[src/rtl/aes_stream_ctrl.sv]
// aes_stream_ctrl: packs stream words into 128-bit blocks, drives the aes_core handshake with optional CBC chaining, unpacks results
// Ports: clk/rst_i clock and async reset; dec_i/cbc_i mode (latched on LOAD entry); iv_i/iv_load_i chaining IV;
//   in_valid_i/in_ready_o/in_data_i input stream; out_valid_o/out_ready_i/out_data_o output stream; busy_o idle flag;
//   core_load_o/core_dec_o/core_data_o/core_data_i/core_busy_i aes_core interface.
module aes_stream_ctrl #(
  parameter int WORD_W = 32,
  parameter bit CBC_EN = 1'b1
) (
  input  logic              clk,
  input  logic              rst_i,
  input  logic              dec_i,
  input  logic              cbc_i,
  input  logic [127:0]      iv_i,
  input  logic              iv_load_i,
  input  logic              in_valid_i,
  output logic              in_ready_o,
  input  logic [WORD_W-1:0] in_data_i,
  output logic              out_valid_o,
  input  logic              out_ready_i,
  output logic [WORD_W-1:0] out_data_o,
  output logic              busy_o,
  output logic              core_load_o,
  output logic              core_dec_o,
  output logic [127:0]      core_data_o,
  input  logic [127:0]      core_data_i,
  input  logic              core_busy_i
);
  localparam int NW = 128 / WORD_W;
  localparam logic [2:0] LAST = 3'(NW - 1);
  typedef enum logic [1:0] {FILL, LOAD, RUN, DRAIN} state_t;
  state_t       state_q;
  logic [2:0]   cnt_q;
  logic [127:0] blk_q, chain_q, res_q, core_data_q;
  logic         dec_q, cbc_q, load_q;
  logic         iv_wr, cbc_d;
  logic [127:0] blk_d, chain_d, res_d;
  assign in_ready_o  = state_q == FILL;
  assign out_valid_o = state_q == DRAIN;
  assign busy_o      = !(state_q == FILL && cnt_q == '0);
  assign out_data_o  = res_q[127 -: WORD_W];
  assign core_load_o = load_q;
  assign core_dec_o  = dec_q;
  assign core_data_o = core_data_q;
  assign iv_wr   = CBC_EN && state_q == FILL && cnt_q == '0 && iv_load_i;
  assign cbc_d   = CBC_EN && cbc_i;
  assign blk_d   = (blk_q << WORD_W) | 128'(in_data_i);
  // an IV written together with the first word must already chain that block
  assign chain_d = iv_wr ? iv_i : chain_q;
  assign res_d   = (dec_q && cbc_q) ? core_data_i ^ chain_q : core_data_i;
  always_ff @(posedge clk or posedge rst_i) begin
    if (rst_i) begin
      state_q     <= FILL;
      cnt_q       <= '0;
      blk_q       <= '0;
      chain_q     <= '0;
      res_q       <= '0;
      core_data_q <= '0;
      dec_q       <= 1'b0;
      cbc_q       <= 1'b0;
      load_q      <= 1'b0;
    end else begin
      case (state_q)
        FILL: begin
          if (iv_wr) chain_q <= iv_i;
          if (in_valid_i) begin
            blk_q <= blk_d;
            cnt_q <= cnt_q == LAST ? '0 : cnt_q + 3'd1;
            if (cnt_q == LAST) begin
              state_q     <= LOAD;
              dec_q       <= dec_i;
              cbc_q       <= cbc_d;
              load_q      <= !core_busy_i;
              core_data_q <= (!dec_i && cbc_d) ? blk_d ^ chain_d : blk_d;
            end
          end
        end
        // a stale core operation (e.g. across our reset) must finish before we load
        LOAD: begin
          if (load_q && core_busy_i) begin
            load_q  <= 1'b0;
            state_q <= RUN;
          end else if (!core_busy_i) load_q <= 1'b1;
        end
        RUN: begin
          if (!core_busy_i) begin
            res_q   <= res_d;
            state_q <= DRAIN;
            if (cbc_q) chain_q <= dec_q ? blk_q : core_data_i;
          end
        end
        DRAIN: begin
          if (out_ready_i) begin
            res_q <= res_q << WORD_W;
            cnt_q <= cnt_q == LAST ? '0 : cnt_q + 3'd1;
            if (cnt_q == LAST) state_q <= FILL;
          end
        end
        default: state_q <= FILL;
      endcase
    end
  end
endmodule

[config.mk]
export PLATFORM = sky130hd
export DESIGN_NAME = aes_stream_ctrl
export DESIGN_NICKNAME = d
export VERILOG_FILES = /design/src/rtl/aes_stream_ctrl.sv
export SDC_FILE = /design/constraint.sdc
export NUM_CORES = 2
export LEC_CHECK = 0
export BUFFER_PORTS_ARGS = -buffer_cell sky130_fd_sc_hd__buf_2
export CAP_MARGIN = 0
export CORE_MARGIN = 4
export CORE_UTILIZATION = 37
export CTS_CLUSTER_DIAMETER = 30
export DETAILED_ROUTE_END_ITERATION = 12
export GPL_ROUTABILITY_DRIVEN = 0
export PLACE_DENSITY = 0.61
export SLEW_MARGIN = 10
export SYNTH_ARGS = -nofsm -noshare
export SYNTH_HDL_FRONTEND = slang
export SYNTH_SLANG_ARGS = --single-unit
[constraint.sdc]
create_clock -name clk -period 23.3 [get_ports clk]
set_input_delay 5.825 -clock clk [delete_from_list [all_inputs] [get_ports clk]]
set_output_delay 5.825 -clock clk [all_outputs]
set_load 0.02 [all_outputs]
==> flow_summary.ini <==
[timing]
fin_tns_setup_ps = 0
finalClockSkew_ps = 31.1
max_freq_mhz = 123
setup_slack_ps = 15150
tightest_slew_ps = 1210
hold_violations = 0
setup_viol = 0
drv_slew = 0
finalCritPeriodShare_pct = 35.0
slew_headroom_pct = 19.1
min_period_ps = 8150
rsz0062_at_grt = false

[drt]
drcViolationCount = 0
drt_iter0_markers = 1787
viasPerCell = 5.30
wl_met3_microns = 6570
dr.pass1.iters = 7
drt_wl_total_microns = 98500
highest_layer = met5
num_vias = 23300
wl_met1_microns = 46100
routed-wl-met2_microns = 43700
drtAntennaViolNets = 0
wl_per_cell_microns = 22.4

[global_routing]
overflow = 0
antenna_found_initial = 26
grt_start_max_net_pins = 149
grt_usage_pct = 23.1
grt_pass1_vias = 23000
grt_pass1_wl_microns = 148000

[critical_path]
cp.arrival_ps = 2320
r2r-start = state_q[0]$_DFFE_PP0P_
reg2regPathDepth = 9
crit_path_end_kind = output port
crit_family = adder cells
cpPeakStageDelay_ps = 440
worstPathRequired_ps = 17480
rrSetupSlack_ps = 19460
critPathMaxFanout = 8
worst-path-buf-inv = 2
critPathKind = reg2out
path_cells = inv_1 -> ha_1 -> nor2b_1 -> nand2_1 -> buf_2
cp-start-kind = flop
timing.rr.end = chain_q[44]$_DFFE_PP0P_
slowest_stage = ha_1
startpoint = state_q[0]$_DFFE_PP0P_

[synthesis]
yosys_register_bits = 520
syn_avg_cell_area_sq_um = 10.1
synth_area_leaders = dfrtp_1, mux2i_1, xnor2_1
synth_async_sr_flop_share_pct = 100
synth_edf_count = 0
netlist_area_sq_mm = 0.0292
synthFlopType = dfrtp_1
ys_warn_count = 0
syn_inst = 2882
synth_top_area_cell = dfrtp_1
ys_types = 33
synth.net_count = 3185
synth.yosys.seq_area_share_pct = 44.6
yosysTopAreaCellShare_pct = 44.6

[clock_network]
postCtsSetupBuffers = 0
numCtsBuffers = 142
cts_resized = 0
clock-sinks = 520
cts_max_path_buffers = 3
clk-insertion-delay-late_ps = 700
clk_pin_slew_worst_paths_ps = 40
cts_tree = yes
h-tree-depth = 4
cts_root_buf = clkbuf_16
ctsHoldBuffers = 0

[finish]
nets = 3527
area_growth_pct = 25.9
nFillCells = 7367
final_common_cell = dfrtp_1
layout_common_cells = dfrtp_1, buf_2, mux2i_1
drive_gt1_share_pct = 26.2

[min_path]
holdPathStages = 2
min_to = core_data_o[112]$_DFFE_PP0P_
holdCritPathClass = reg2reg
hp-start = core_data_o[112]$_DFFE_PP0P_

[floorplan]
core_sq_mm = 0.0778
dieArea_sq_mm = 0.0834
die_h_microns = 289
rows = 102
num_io_pins = 461
die_w_microns = 289
initial_utilization_pct = 37.5

[pwr]
p_leak_nw = 16.0
ir_worst_vdd_v = 0.000103
p_per_area_mw_per_mm2 = 151

[placed_design]
dp_slack_ps = 14740
hpwl_microns = 63800
io_buffers = 460

[run]
cap_violations = 0

[status]
outcome = completed
worst reg2reg max path, cell delays in order (launching register included):
cell and delay, ps:
dfrtp_1 420, inv_1 190, ha_4 510, buf_4 630, inv_1 310, a2bb2oi_4 210
buf_12 570, a21oi_4 60, buf_12 330, o22a_1 480
report_power, final:
group / internal, mW / switching (mW)
clock: 1.37 / 0.610
sequential: 1.32 / 0.424
combinational: 0.762 / 1.06
total: 3.45 / 2.09
how the worst max path moves through the flow:
stage	end	slack, ps	cells after the start
floorplan	blk_q[0]$_DFFE_PP0N_	2950	1
global placement	chain_q[10]$_DFFE_PP0P_	14760	4
detailed placement	blk_q[13]$_DFFE_PP0N_	14740	5
CTS	busy_o	15110	5
global route	busy_o	15030	5
finish	busy_o	15150	5
Yosys cell counts (3+ instances only):
cell type,instances
dfrtp_1,520
mux2i_1,354
nand2_1,296
nand3b_1,256
xnor2_1,224
clkbuf_1,165
o21ai_0,150
a21oi_1,132
mux2_2,131
nor3_1,127
o22a_1,127
o21ai_1,110
nand3_1,97
buf_2,72
buf_4,37
xor2_1,32
buf_6,14
inv_1,8
ha_1,7
buf_1,6
nand2b_1,3
through the flow:
step	utilization, %	instance area (sq um)	power (mW)	hold WS [ps]	cells
2_1_floorplan	-	29200	2.97	450	2882
3_3_place_gp	40.8	31800	3.54	457	4120
3_5_place_dp	40.8	31800	3.58	465	4120
4_1_cts	47.1	36700	5.59	474	4378
5_1_grt	47.2	36700	5.86	490	4394
6_report	47.2	36700	5.54	468	4398
layout make-up:
| cell class | count | area, sq um | share of cell area, % |
|---|---|---|---|
| antenna | 20 | 50.0 | 0.136 |
| clock buffer | 188 | 3990 | 10.8 |
| clock inverter | 70 | 955 | 2.60 |
| inverter | 8 | 37.5 | 0.102 |
| multi-input combinational | 2060 | 14800 | 40.2 |
| sequential | 520 | 13000 | 35.4 |
| tap | 1040 | 1300 | 3.54 |
| timing repair buffer | 492 | 2620 | 7.13 |
cells by family after synthesis:
logic type | synth area share (%)
AO/OA/AOI/OAI | 10.8
XOR/XNOR | 7.68
adder cells (fa/ha/maj) | 0.300
buffers and inverters | 5.03
flip-flops | 44.6
multiplexers | 17.2
AND/OR/NAND/NOR | 14.5
per-layer routing:
layer  global-route usage [%]  up-vias
li1                         -    11000
met1                     33.6    11400
met2                     34.5      799
met3                     4.87      134
met4                     7.43       10
met5                        0        -
registers in the layout (all words and copies together), names as in the netlist:
name         cells
cbc_q            1
core_dec_o       1
chain_q        128
cnt_q            3
blk_q          128
res_q          128
state_q          2
core_data_o    128
core_load_o      1
Note: power is estimated with default switching activity, not from simulation.
